==> src/rtl/seq_s_rca_addsub_if.sv <==
// Operand/result handshake bundle for the digit-serial signed adder/subtractor.
// The requester drives operands and out_ready; the adder drives in_ready, out_valid and out.
interface seq_s_rca_addsub_if #(
    parameter int N = 8
);
    logic         in_valid;
    logic         in_ready;
    logic [N-1:0] a;
    logic [N-1:0] b;
    logic         sub;
    logic         out_valid;
    logic         out_ready;
    logic [N:0]   out;

    modport master (
        output in_valid, a, b, sub, out_ready,
        input  in_ready, out_valid, out
    );

    modport slave (
        input  in_valid, a, b, sub, out_ready,
        output in_ready, out_valid, out
    );
endinterface

==> src/rtl/seq_s_rca_addsub.sv <==
// Digit-serial signed ripple-carry adder/subtractor: one D-bit slice per clock,
// registered inter-digit carry, exact (N+1)-bit two's-complement result.
module seq_s_rca_addsub #(
    parameter int N = 8,
    parameter int D = 2
) (
    input  logic                clk,
    input  logic                rst,
    seq_s_rca_addsub_if.slave   bus
);
    localparam int NDIG = N / D;
    localparam int KW   = (NDIG > 1) ? $clog2(NDIG) : 1;
    localparam logic [KW-1:0] K_LAST = KW'(NDIG - 1);

    typedef enum logic [1:0] {IDLE, RUN, DONE} state_t;

    state_t        state;
    state_t        state_nxt;
    logic [N-1:0]  a_q;
    logic [N-1:0]  b_q;
    logic          carry;
    logic [KW-1:0] k;
    logic [N:0]    res;
    logic          rdy;

    logic          accept;
    logic          last;
    logic [D-1:0]  a_dig;
    logic [D-1:0]  b_dig;
    logic [D:0]    dsum;

    // The D-bit ripple slice shared by every digit position.
    always_comb begin
        accept = (state == IDLE) && rdy && bus.in_valid;
        last   = (state == RUN) && (k == K_LAST);
        a_dig  = a_q[int'(k) * D +: D];
        b_dig  = b_q[int'(k) * D +: D];
        dsum   = {1'b0, a_dig} + {1'b0, b_dig} + {{D{1'b0}}, carry};
    end

    // NOTE: every variable assigned in always_comb gets a default first, so no path can infer a latch.
    always_comb begin
        state_nxt = state;
        unique case (state)
            IDLE:    if (accept)        state_nxt = RUN;
            RUN:     if (last)          state_nxt = DONE;
            DONE:    if (bus.out_ready) state_nxt = IDLE;
            default:                    state_nxt = IDLE;
        endcase
    end

    // NOTE: clocked state uses non-blocking assignments so all registers update from pre-edge values.
    always_ff @(posedge clk) begin
        if (rst) state <= IDLE;
        else     state <= state_nxt;
    end

    always_ff @(posedge clk) begin
        if (rst) begin
            a_q   <= '0;
            b_q   <= '0;
            carry <= 1'b0;
            k     <= '0;
            res   <= '0;
            rdy   <= 1'b0;
        end else begin
            // Registered ready keeps in_ready low throughout reset and off any input path.
            rdy <= (state_nxt == IDLE);
            if (accept) begin
                a_q   <= bus.a;
                b_q   <= bus.b ^ {N{bus.sub}};
                carry <= bus.sub;
                k     <= '0;
            end else if (state == RUN) begin
                res[int'(k) * D +: D] <= dsum[D-1:0];
                carry <= dsum[D];
                k     <= last ? '0 : k + 1'b1;
                // Sign extension of both operands makes the top bit exact.
                if (last) res[N] <= a_q[N-1] ^ b_q[N-1] ^ dsum[D];
            end
        end
    end

    assign bus.in_ready  = rdy;
    assign bus.out_valid = (state == DONE);
    assign bus.out       = res;
endmodule

==> src/flat_wrapper.sv <==
// flat-port wrapper written by rule: the top's interface ports become plain ports
module seq_s_rca_addsub_flat 
#(
    parameter int N = 8,
    parameter int D = 2
)
  (clk, rst, bus_in_valid, bus_a, bus_b, bus_sub, bus_out_ready, bus_in_ready, bus_out_valid, bus_out);
  seq_s_rca_addsub_if #(.N(N)) bus_i ();
  input  logic clk;
  input  logic rst;
  input wire logic [$bits(bus_i.in_valid)-1:0] bus_in_valid;
  input wire logic [$bits(bus_i.a)-1:0] bus_a;
  input wire logic [$bits(bus_i.b)-1:0] bus_b;
  input wire logic [$bits(bus_i.sub)-1:0] bus_sub;
  input wire logic [$bits(bus_i.out_ready)-1:0] bus_out_ready;
  output wire logic [$bits(bus_i.in_ready)-1:0] bus_in_ready;
  output wire logic [$bits(bus_i.out_valid)-1:0] bus_out_valid;
  output wire logic [$bits(bus_i.out)-1:0] bus_out;
  assign bus_i.in_valid = bus_in_valid;
  assign bus_i.a = bus_a;
  assign bus_i.b = bus_b;
  assign bus_i.sub = bus_sub;
  assign bus_i.out_ready = bus_out_ready;
  assign bus_in_ready = bus_i.in_ready;
  assign bus_out_valid = bus_i.out_valid;
  assign bus_out = bus_i.out;
  seq_s_rca_addsub #(.N(N), .D(D)) u_core (.clk(clk), .rst(rst), .bus(bus_i));
endmodule
==> config.mk <==
export PLATFORM = sky130hd
export DESIGN_NAME = seq_s_rca_addsub_flat
export DESIGN_NICKNAME = d
export VERILOG_FILES = /design/src/rtl/seq_s_rca_addsub_if.sv /design/src/rtl/seq_s_rca_addsub.sv /design/src/flat_wrapper.sv
export SDC_FILE = /design/constraint.sdc
export NUM_CORES = 1
export LEC_CHECK = 0
export CORE_UTILIZATION = 48
export CTS_CLUSTER_DIAMETER = 40
export DETAILED_ROUTE_END_ITERATION = 10
export PLACE_DENSITY = 0.82
export SLEW_MARGIN = 20
export SYNTH_ARGS = -nofsm -noshare
export SYNTH_HDL_FRONTEND = slang
export SYNTH_SLANG_ARGS = --single-unit
==> constraint.sdc <==
create_clock -name clk -period 3.4 [get_ports clk]
set_input_delay 0.68 -clock clk [delete_from_list [all_inputs] [get_ports clk]]
set_output_delay 0.68 -clock clk [all_outputs]
set_load 0.01 [all_outputs]
Word-level counts from Yosys, hierarchy flattened
Index checks and enable logic that the tools add are counted.

cells by class
  add/subtract/negate cells = 4
  shift operators = 4
  equal/unequal tests = 3
  mux-type cells = 9
  bitwise logic cells = 4
  reduce and logical (&&, ||, !) cells = 8

operators by type and width
  operator                                               count
  negation 3 -> 33 bit                                   1
  variable shift 2 x 33 -> 9 bit (first input constant)  1
  indexed part select 2 x 33 -> 9 bit                    1
  indexed part select 8 x 4 -> 2 bit                     2
  bitwise mux 9 bit                                      1
  two-way mux 2 bit                                      4
  XOR 8 bit                                              1
  one-hot mux 2 bit (3 select lines)                     1
  == test 2 bit (second input constant)                  2
  logical NOT 2 bit                                      2
  adder 2 x 2 -> 3 bit                                   1
  adder 3 x 1 -> 3 bit                                   1
  logical AND 1 bit                                      3
  two-way mux 1 bit                                      3
  adder 2 x 1 -> 2 bit (second input constant)           1
  == test 2 x 1 -> 1 bit (second input constant)         1
  AND reduction 2 bit                                    1
  nonzero test 2 bit                                     1
  OR reduction 2 bit                                     1
  XOR 1 bit                                              2
  inverter 1 bit                                         1

word-level totals
  word-level logic and storage cells = 39
  input port bits = 21
  output and inout port bits = 11
  register bits = 31

Logic depth before layout (Yosys ltp)
  depth after elaboration = 6
  mapped depth = 7
  depth with buffers taken out = 6

Worst setup path after synthesis
No wires, ideal clock.

  path kind = reg2reg
  start point = reg u_core.k[0]
  end point = reg u_core.res[8] (netlist: u_core.bus.out[8])
  slack = 0.990 ns
  period minus slack after synthesis = 2.410 ns
  required time = 3.309 ns
  data arrival time = 2.319 ns
  stages on the path, launching flop included = 8
  library setup time = 0.091 ns
  path buffers = 1
  cell sequence = dfxtp_1 > buf_2 > mux4_2 > fa_1 > fa_1 > xor3_1 > nor2_1 > a311oi_1

between the ends
  word-level cells in the longest chain between the ends = 6
  elaborated cells on any way between the ends = 12
  those cells by class = 3 x add/sub; 1 x eq/ne; 4 x shift; 2 x mux; 1 x bitwise; 1 x reduce/logical

ends and longest elaborated chain
  element                                                RTL line                                        text
  start: declaration                                     seq_s_rca_addsub.sv:22                          logic [KW-1:0] k;
  start signal: assignment                               seq_s_rca_addsub.sv:77                          k <= last ? '0 : k + 1'b1;
  indexed part select 8 x 4 -> 2 bit (on tied branches)  seq_s_rca_addsub.sv:36, seq_s_rca_addsub.sv:37
  adder 2 x 2 -> 3 bit                                   seq_s_rca_addsub.sv:38                          dsum = {1'b0, a_dig} + {1'b0, b_dig} + {{D{1'b0}}, carry};
  adder 3 x 1 -> 3 bit                                   seq_s_rca_addsub.sv:38
  indexed part select 2 x 33 -> 9 bit                    seq_s_rca_addsub.sv:75                          res[int'(k) * D +: D] <= dsum[D-1:0];
  bitwise mux 9 bit                                      seq_s_rca_addsub.sv:75
  two-way mux 1 bit *                                    seq_s_rca_addsub.sv:79                          if (last) res[N] <= a_q[N-1] ^ b_q[N-1] ^ dsum[D];
  end signal: indexed assignment                         seq_s_rca_addsub.sv:75
  end signal: indexed assignment                         seq_s_rca_addsub.sv:79
  end: declaration                                       seq_s_rca_addsub.sv:23                          logic [N:0] res;

Mark *: on every way between the ends. The rest lies on a longest branch, timed or not.
A chain may end at the register's enable or synchronous reset.

Worst setup path after layout
Same ends and word-level chain as after synthesis.

==> results.toml <==
[sta]
setup_violations = 0
drv_slew = 0
setup_tns_ps = 0
slew_headroom_pct = 55.31
period_needed_ps = 2650
clock_skew_ps = 11.84
final.period_utilization_pct = 77.94
hold_violations = 0
grt_setup_unrepaired = "no"
worstMarginPinSlew_ps = 668.3
fmax_mhz = 377.4

[logic_synthesis]
synth-seq-area-share_pct = 38.93
synth_top_cell_area_share_pct = 38.93
synth_area_um2 = 1594
synth.yosys.warnings = 0
synth_cells = 166
synth_edf_count = 0
ys_ff_latch = 31
ys_dominant_reg_cell = "dfxtp_1"
synth_common_cells = "dfxtp_1 (31), nand2_1 (27), a21oi_1 (19)"
synth_nets = 195
yosysMostFrequentCell = "dfxtp_1"
avgSynthCellArea_um2 = 9.603
async_flop_share_pct = 0
ys_types = 32
synth_top_cell_by_area = "dfxtp_1"
yosys-top-cells-area = "dfxtp_1 (39%), nand2_1 (6.4%), a211oi_2 (6.3%), a21oi_1 (6.0%), mux4_2 (5.7%)"

[power]
switching_share_pct = 28.32
p_int_uw = 531.8
p_comb_share_pct = 18.5
p_per_area_nw_per_um2 = 379.9
peakVddDrop_uv = 244.2
p_switching_uw = 210.1
seqPwrFrac_pct = 53.7
clockPowerShare_pct = 27.8
leakage_uw = 0.0006633

[die]
fp-row-count = 20
fp.coreArea_um2 = 3103
die_x_um = 59.63
die_height_um = 59.63
dieArea_um2 = 3555
io_pins = 32
start_util_pct = 51.37

[clock_tree]
cts_tree = "done"
postCtsHoldBufs = 0
root_buffer = "clkbuf_4"
cts_resized = 0
numCtsBuffers = 5
clk_pin_slew_ps = 100
ctsHtreeMaxLevel = 2
clock_sink_count = 31
clock_latency_ps = 340
postCtsSetupBuffers = 0
clock_path_buffers = 2

[outcome]
status = "finished, final reports clean"

[worst_hold_path]
holdPathStages = 2
hold_end = "u_core.bus.out[5]"
hold_start = "u_core.bus.out[5]"
hp-class = "flip-flop to flip-flop"

[drt]
dr.pass1.iters = 4
antenna_left = 0
first_iter_violations = 58
via_count = 1320
drc_errors = 0
via_per_inst = 5.523
wl_um = 3322
wl_per_cell_um = 13.90

[finish]
multi_input_area_um2 = 890.9
nFillCells = 294
drive_gt1_share_pct = 10.77
nNetsFinal = 223
final_core_utilization_pct = 62.94
areaGrowthSynthToFinish_pct = 22.53
antenna_cells = 0
register_area_um2 = 620.6

[worst_setup_path]
cp-start-kind = "flip-flop"
critPathArrivalTime_ps = 2900
crit_chain = "mux4_2, fa_1, fa_1, xor3_1, nor2_1, a311oi_1"
required_ps = 3650
timing.rr.end = "u_core.bus.out[8]"
slowest_stage = "dfxtp_1"
r2r_cells = 6
crit_fanout = 12
crit_path_frequent_cell = "fa_1"
end_kind = "flip-flop"
slowest_delay_ps = 660
r2r_start = "u_core.k[0]"
crit_type = "flip-flop to flip-flop"
r2r_slack_ps = 750

[flow_run]
cap_violations = 0

[grt]
overflow = 0
grt_pass1_vias = 1316
antenna_found_initial = 0
grt_max_degree = 28
grt_pass1_wl_um = 5720
grt_use_total_pct = 21.94

[placed_design]
dp_hpwl_um = 2449
port_buffers = 31
globalplace.congestion = 0.8770
[worst max path at each step]
| stage | start | endpoint | slack, ps | depth (start not counted) |
|---|---|---|---|---|
| after floorplan | u_core.k[0] | u_core.bus.out[8] | 990 | 7 |
| after global placement | u_core.k[0] | u_core.bus.out[8] | 850 | 6 |
| after detailed placement | u_core.k[0] | u_core.bus.out[8] | 740 | 6 |
| after CTS | u_core.k[0] | u_core.bus.out[8] | 730 | 6 |
| after global routing | u_core.k[0] | u_core.bus.out[8] | 580 | 6 |
| final | u_core.k[0] | u_core.bus.out[8] | 750 | 6 |
[critical path, delay by kind of cell, from the launching register on]
kind / cells / cell delay (ps)
xor+xnor: 1 / 210
compound gates: 1 / 220
simple gates: 1 / 40
mux: 1 / 600
fa+ha+maj: 2 / 830
flops: 1 / 660
[flip-flops by register name (all words and copies together), names as in the netlist]
| signal | flops |
|---|---|
| u_core.a_q | 8 |
| u_core.b_q | 8 |
| u_core.bus.in_ready | 1 |
| u_core.bus.out | 9 |
| u_core.carry | 1 |
| u_core.k | 2 |
| u_core.state | 2 |
[power by group through the flow]
stage / Clock [uW] / Combinational (uW) / Sequential, uW
2_1_floorplan: 0 / 100 / 398
3_3_place_gp: 0 / 130 / 406
3_5_place_dp: 0 / 137 / 407
4_1_cts: 212 / 138 / 398
5_1_grt: 229 / 150 / 402
6_report: 206 / 137 / 398
[per-stage QoR]
step	instance area, um^2	std cells	total power (uW)	worst slack [ps]	hold slack [ps]
floorplan	1594	166	498.3	989.7	433.1
global placement	1903	231	536.0	853.0	440.8
global route	1953	239	781.4	578.6	479.9
CTS	1953	239	748.3	733.4	456.9
detailed placement	1903	231	543.5	743.3	444.6
finish	1953	239	741.9	749.9	455.1
[routing by layer]
layer  share of wire [%]  global-route usage [%]  wire length (um)  vias to the layer above
li1                    -                       -                 -                      646
met1                  42                   25.52              1409                      621
met2                  51                   37.24              1687                       46
met3                 4.8                   6.332               158                        7
met4                 2.0                   9.967                67                        0
met5                   0                       0                 0                        -
[cells by family (layout without fill, tap and decap cells)]
| family | after synthesis | after routing | share of synthesized area (%) |
|---|---|---|---|
| muxes | 4 | 4 | 5.652 |
| adders and majority gates | 8 | 8 | 7.221 |
| DFF | 31 | 31 | 38.93 |
| and+or+nand+nor | 68 | 68 | 22.92 |
| AOI/OAI and AO/OA | 31 | 31 | 14.21 |
| buffers and inverters | 15 | 44 | 5.181 |
| xor gates and xnor gates | 9 | 9 | 5.887 |
[cell usage in the layout (no fill, tap or decap), types with 3 or more instances in the layout]
cell type         n
a211oi_2          8
a21oi_1          19
clkbuf_4          5
clkdlybuf4s50_1  31
dfxtp_1          31
ha_1              6
inv_1             3
mux4_2            4
nand2_1          27
nand3b_1          4
nand4_1           8
nor2_1           11
nor2b_1           5
nor3_1            3
xnor2_1           8
[final cells by class]
| class | count | share of cell area [%] |
|---|---|---|
| sequential | 31 | 31.77 |
| multi-input combinational | 120 | 45.61 |
| timing repair buffer | 33 | 16.66 |
| clock buffer | 7 | 2.306 |
| clock inverter | 1 | 0.2562 |
| inverter | 3 | 0.5766 |
| tap | 44 | 2.819 |
No activity file was read; power rests on OpenSTA's default activity.
